`config.mk`:
```
export PLATFORM = sky130hd
export DESIGN_NAME = regfile_write_injector
export DESIGN_NICKNAME = d
export VERILOG_FILES = /design/src/rtl/regfile_write_injector.sv
export SDC_FILE = /design/constraint.sdc
export NUM_CORES = 1
export LEC_CHECK = 0
export CORE_MARGIN = 2
export CORE_UTILIZATION = 50
export DETAILED_ROUTE_END_ITERATION = 16
export GPL_TIMING_DRIVEN = 1
export PLACE_DENSITY = 0.78
export SYNTH_ARGS = -nofsm -noshare
export SYNTH_HDL_FRONTEND = slang
export SYNTH_SLANG_ARGS = --single-unit
export TNS_END_PERCENT = 20
```
`constraint.sdc`:
```
create_clock -name clock -period 2.7 [get_ports clock]
set_clock_uncertainty 0.15 [all_clocks]
set_input_delay 0.27 -clock clock [delete_from_list [all_inputs] [get_ports clock]]
set_output_delay 0.27 -clock clock [all_outputs]
set_load 0.01 [all_outputs]
```
`src/rtl/regfile_write_injector.sv`:
```
// Regfile write-port arbiter: processor writeback vs. a small FIFO of peripheral writes.
// Optional starvation guard compiled in with `define INJ_STARVE_GUARD_EN.
module regfile_write_injector #(
    parameter int unsigned DEPTH      = 4,
    parameter int unsigned STARVE_MAX = 8
) (
    input  logic                     clock,
    input  logic                     ctrl_reset,
    input  logic                     proc_we,
    input  logic [4:0]               proc_wreg,
    input  logic [31:0]              proc_wdata,
    input  logic                     io_valid,
    input  logic [4:0]               io_reg,
    input  logic [31:0]              io_data,
    output logic                     io_ready,
    output logic                     ctrl_writeEnable,
    output logic [4:0]               ctrl_writeReg,
    output logic [31:0]              data_writeReg,
    output logic                     proc_stall,
    output logic [$clog2(DEPTH):0]   fifo_count
);

    localparam int unsigned AW = $clog2(DEPTH);
    localparam int unsigned CW = AW + 1;
    localparam logic [CW-1:0] FULL_COUNT = CW'(DEPTH);

    // Elaborates only for an illegal configuration, so a bad DEPTH/STARVE_MAX is easy to spot.
    if (DEPTH < 2 || (DEPTH & (DEPTH - 1)) != 0 || STARVE_MAX < 1) begin : g_invalid_params
    end

    typedef struct packed {
        logic [4:0]  wreg;
        logic [31:0] wdata;
    } entry_t;

    entry_t          mem_q [DEPTH];
    logic [AW-1:0]   wr_ptr_q, wr_ptr_d;
    logic [AW-1:0]   rd_ptr_q, rd_ptr_d;
    logic [CW-1:0]   count_q, count_d;

    logic            push;
    logic            pop;
    logic            has_entry;
    logic            force_inj;
    entry_t          head;

    assign has_entry  = (count_q != '0);
    assign io_ready   = (count_q != FULL_COUNT);
    assign push       = io_valid && io_ready && (io_reg != 5'd0);
    assign pop        = has_entry && (!proc_we || force_inj);
    assign head       = mem_q[rd_ptr_q];
    assign fifo_count = count_q;

`ifdef INJ_STARVE_GUARD_EN
    localparam int unsigned SW = $clog2(STARVE_MAX + 1);

    logic [SW-1:0] starve_q, starve_d;

    assign force_inj  = has_entry && (starve_q == SW'(STARVE_MAX));
    assign proc_stall = force_inj;

    // Counts cycles in which a queued entry was held off by the processor.
    always_comb begin
        starve_d = starve_q;
        if (pop || !has_entry) begin
            starve_d = '0;
        end else if (proc_we) begin
            starve_d = starve_q + SW'(1);
        end
    end

    always_ff @(posedge clock or posedge ctrl_reset) begin
        if (ctrl_reset) begin
            starve_q <= '0;
        end else begin
            starve_q <= starve_d;
        end
    end
`else
    assign force_inj  = 1'b0;
    assign proc_stall = 1'b0;
`endif

    always_comb begin
        ctrl_writeEnable = proc_we;
        ctrl_writeReg    = proc_wreg;
        data_writeReg    = proc_wdata;
        if (pop) begin
            ctrl_writeEnable = 1'b1;
            ctrl_writeReg    = head.wreg;
            data_writeReg    = head.wdata;
        end
    end

    always_comb begin
        wr_ptr_d = push ? wr_ptr_q + AW'(1) : wr_ptr_q;
        rd_ptr_d = pop  ? rd_ptr_q + AW'(1) : rd_ptr_q;
        count_d  = count_q;
        case ({push, pop})
            2'b10:   count_d = count_q + CW'(1);
            2'b01:   count_d = count_q - CW'(1);
            default: count_d = count_q;
        endcase
    end

    // NOTE: sequential state uses non-blocking assignments so every register samples pre-edge values.
    always_ff @(posedge clock or posedge ctrl_reset) begin
        if (ctrl_reset) begin
            wr_ptr_q <= '0;
            rd_ptr_q <= '0;
            count_q  <= '0;
        end else begin
            wr_ptr_q <= wr_ptr_d;
            rd_ptr_q <= rd_ptr_d;
            count_q  <= count_d;
        end
    end

    // NOTE: storage is deliberately not reset; count_q gates every read, so stale entries are never visible.
    always_ff @(posedge clock) begin
        if (push) begin
            mem_q[wr_ptr_q] <= '{wreg: io_reg, wdata: io_data};
        end
    end

endmodule

```
# After elaboration in Yosys (flattened, before gate mapping)
# Memory sizes are Yosys's and may differ from the RTL's.
# Index checks and enable logic that the tools add are counted.
[totals]
regBits = 7
ram_bits = 148
inputBits = 78
mem_count = 1
[memory_table]
columns = ["name", "depth", "word_bits", "read_ports", "rd_ports_with_merged_regs", "wr", "line_no", "text"]
rows = [
  ["mem_q", 4, 37, 1, 0, 1, "36", "entry_t mem_q [DEPTH];"],
]
[classes]
n_addsub = 4
n_eq_ne = 3
muxes = 6
reduce_logical = 7
[ops]
columns = ["operator", "count"]
rows = [
  ["$mux 32", 1],
  ["$pmux 3 s2", 1],
  ["$mux 5", 1],
  ["$reduce_bool 5->1", 1],
  ["$add 2x1->2 const B", 2],
  ["$add 3x1->3 const B", 1],
  ["$logic_and 1x1->1", 3],
  ["$mux 1", 3],
  ["$ne 3x3->1 const B", 1],
  ["$reduce_bool 3->1", 1],
  ["$sub 3x1->3 const B", 1],
  ["$eq 2x1->1 const B", 1],
  ["$eq 2x2->1 const B", 1],
  ["$reduce_bool 2->1", 1],
  ["$logic_not 1->1", 1],
]

# Logic depth before layout (Yosys ltp)
[logic_depth]
word_depth = 5
depth_mapped = 10

# Least setup slack after synthesis
# OpenSTA, ideal clock, no wires.
[synth_timing]
path_type = "reg2reg"
start = "register count_q[0], in the netlist fifo_count[0]"
end = "register count_q[2], in the netlist fifo_count[2]"
arrival_ps = 2178
required_ps = 2471
setup_slack_ps = 293
path_stages_with_launch = 10
path_buffers = 0
synth_period_minus_slack_ps = 2407
path_cell_list = "dfrtp_1 or3b_2 o211a_4 inv_1 ha_1 inv_1 fa_1 xor2_1 nor2_1 xor2_1"
[synth_between]
elab_chain_len = 5
elab_cells_between_ends = 11
cone_classes = "2 x add/sub; 3 x eq/ne; 1 x mux; 5 x reduce/logical"
[synth_rtl]
columns = ["item", "line_no", "text"]
rows = [
  ["from (decl)", "39", "logic [CW-1:0] count_q, count_d;"],
  ["from (signal assigned)", "115", "count_q <= count_d;"],
  ["$ne 3x3->1 (*)", "48", "assign io_ready = (count_q != FULL_COUNT);"],
  ["net io_ready", "15", "output logic io_ready,"],
  ["$logic_and 1x1->1 (*) (2 in series)", "49", "assign push = io_valid && io_ready && (io_reg != 5'd0);"],
  ["$eq 2x1->1 or $eq 2x2->1 (tied branches)", "99", "case ({push, pop})"],
  ["$pmux 3 s2 or $reduce_bool 2->1 (tied branches)", "--", ""],
]
# The timed path passes the listed nets; every way through them passes the cells marked *.
# A chain may end at the register's enable or synchronous reset.

# Worst setup path in the final report
[layout_timing]
start = "register rd_ptr_q[0]"
end = "output data_writeReg[25]"
[layout_between]
elab_chain_len = 2
[layout_rtl]
columns = ["item", "line_no", "text"]
rows = [
  ["from (decl)", "38", "logic [AW-1:0] rd_ptr_q, rd_ptr_d;"],
  ["from (signal assigned)", "114", "rd_ptr_q <= rd_ptr_d;"],
  ["$mem_v2 4x37", "--", ""],
  ["$mux 32", "88", "if (pop) begin"],
  ["to (decl)", "18", "output logic [31:0] data_writeReg,"],
]
# No other way between the ends.

==> results by group <==
Finish
  – Area grow syn2layout: 35.4%
  – Layout cells sized above 1: 0.317
  – Ant diodes: 0
  – Finished Layout Cells: a little over 600
  – Final #Nets: 510

Clock tree
  – CTS H-Tree Depth: 4
  – # hold bufs at CTS: 0
  – CTS root buf: clkbuf_16
  – TritonCTS Buffers: 17
  – Maximum clock insertion buffer count: 2
  – CTS tree: done
  – CTS clock-pin slew for the worst setup and hold paths: about 0.060 ns
  – Clk Latency, worst-skew pair: just over 0.4 ns
  – CTS sink cnt: 155

Worst setup path
  – Setup crit start kind: flop
  – Worst r2r src: fifo_count[0]$_DFFE_PP0P_
  – WS Path Type: flop to output pin
  – R2R Setup Slk: slightly below 0.3 ns
  – Crit path DAT: ~2.2 ns
  – Worst R2R Path Depth: 9
  – Critical path fanouts, max: 9
  – Reg-to-reg endpoint: fifo_count[2]$_DFFE_PP0P_
  – Critical path endpoint category: output pin
  – WP data required: between 2 and 2.5 ns

Synthesis
  – Post-synthesis cell type count: 24
  – Syn Std Cell Area: between 6000 and 7000 um2
  – Ys flop type: edfxtp_1
  – Yosys reg bits: between 150 and 200
  – Top cell type's share of synthesized area: 0.713
  – Post-synth top area cell: edfxtp_1
  – Syn_nets: 360
  – Post-synth EDFFs: between 100 and 150
  – Synth area leaders: edfxtp_1, mux4_2, mux2_2
  – Syn Area/Cell: 22.6 um2
  – Post-synthesis sequential area ratio: 0.741
  – Synth Instances: about 280
  – Post-synth top cells: edfxtp_1, mux2_2, mux4_2
  – Most frequent cell after synthesis: edfxtp_1
  – Ys async rst share: 0.0452
  – Yosys warnings: 0

Global route
  – Largest net degree at the start of global routing: 26
  – First-pass GRT wire length: about 19000 um
  – Number of global-route vias before repair: around 3300
  – Total gr overflow: 0
  – GRT Overall Usage: 0.197
  – Initial antenna violation count: 0

Floorplan
  – Std-Cell Rows: 40
  – Die area: roughly 13000 um2
  – Die Y: roughly 120 um
  – I/O pins: around 120
  – Core Area: about 12000 um2
  – Die Wd: 116 um
  – Starting Density: 0.514

Placed design
  – Cell Count Post-Placement: about 570
  – Buffers on Ports: around 120
  – DP HPWL: approximately 8000 um
  – Routability cong.: between 0.7 and 0.8
  – DP Worst Slack: -0.145 ns

Timing
  – Fmax: a little under 0.4 GHz
  – Part of the cycle the worst path needs: 0.961
  – Final min period: roughly 2.6 ns
  – Final Max Slew Viols: 0
  – TNS Setup: 0 ns
  – Endpoints failing hold: 0
  – Endpoints failing setup: 0
  – Setup ws final: 0.104 ns
  – RSZ-0062 raised after global routing: false

Drt
  – Initial DRC Count: approximately 230
  – Routed len/inst: between 20 and 25 um
  – DR vias/cell: 5.32
  – Vias: about 3200
  – Wirelength, routed: roughly 13000 um
  – DRC violations left: 0
  – Detail Route Antenna Nets: 0
  – DRT Pass-1 Iters: 5

Power and ir drop
  – Max IR drop VDD: around 590 uV
  – Tot Pwr: approximately 8.5 mW
  – Pwr Density: about 1000 nW/um2
  – Leakage: 2.92 nW

Status
  – Status: finished clean

Flow run
  – Number of max-cap violations: 0

Worst hold path
  – Hold WC Path Type: input port to asynchronous set/reset pin
per-stage QoR:
stage          utilization  hold WS (ns)  cell area [um2]
2_1_floorplan            -       -0.0766             6230
3_3_place_gp         0.647         0.372             7840
3_5_place_dp         0.647         0.401             7840
4_1_cts              0.697        0.0291             8440
5_1_grt              0.697        0.0539             8440
6_report             0.697        0.0427             8440
area by class of cell:
class                           count  area (um2)
Clock buffer                       19         433
Clock inverter                     12         126
Fill cell                         775        3670
Inverter                            7        26.3
Multi-Input combinational cell    101        1520
Sequential cell                   155        4620
Tap cell                          168         210
Timing Repair Buffer              144        1500
repair_timing:
item,CTS,global route
setup endpoints to repair,37,0
buffers inserted,2,0
resized for setup,40,0
worst max-delay path, cell delays in order, from the launching register on:
cell,delay (ns)
dfrtp_2,0.38
buf_12,0.13
buf_12,0.15
mux4_2,0.51
mux2_2,0.30
dlygate4sd2_1,0.29
cell usage in the layout, fill, tap and decap left out, types with 2 or more instances in the layout:
master and count:
and2_2 4, buf_12 10, buf_16 2, buf_4 13
bufinv_16 2, clkbuf_1 2, clkbuf_16 17, clkdlybuf4s50_1 82
clkinv_2 4, clkinvlp_4 5, dfrtp_1 5, dfrtp_2 2
dlygate4sd2_1 37, edfxtp_1 148, ha_1 5, inv_1 7
mux2_2 37, mux4_2 37, xnor2_1 2, xor2_1 4
state kept, by name, summed over array words and instances, names as in the netlist:
| register | cells |
|---|---|
| rd_ptr_q | 2 |
| wr_ptr_q | 2 |
| mem_q | 148 |
| fifo_count | 3 |
routing by layer:
metal | global-route usage | part of all wire
met4 | 0.0619 | 0.010
met1 | 0.267 | 0.41
met2 | 0.319 | 0.51
met3 | 0.0539 | 0.067
met5 | 0 | 0
cells by family (layout without fill, tap and decap cells):
family          after synthesis  in the layout  synth area share
buf+inv                      20            182            0.0173
simple gates                 11             11            0.0116
other cells                   1              1          0.000602
flops                       155            155             0.741
compound gates                1              1           0.00281
mux                          76             76             0.205
xor+xnor                      6              6           0.00843
fa+ha+maj                     6              6            0.0133
report_power, final:
group          switching (mW)  internal, mW  total [mW]
registers               0.184          3.18        3.36
clock network           0.885          1.35        2.23
logic                    1.28          1.63        2.91
how the worst max path moves through the flow:
stage                                    startpoint                        end  slack [ns]  cells past startpoint
after floorplan           fifo_count[0]$_DFFE_PP0P_  fifo_count[2]$_DFFE_PP0P_        0.29                      9
after global placement                    io_reg[0]  fifo_count[2]$_DFFE_PP0P_       -0.09                     10
after detailed placement                  io_reg[0]  fifo_count[2]$_DFFE_PP0P_       -0.14                     10
after CTS                   rd_ptr_q[0]$_DFFE_PP0N_          data_writeReg[25]        0.08                      5
after global routing        rd_ptr_q[0]$_DFFE_PP0N_           data_writeReg[4]        0.03                      5
final                       rd_ptr_q[0]$_DFFE_PP0N_          data_writeReg[25]        0.10                      5
Power figures use the tool's default switching activity.
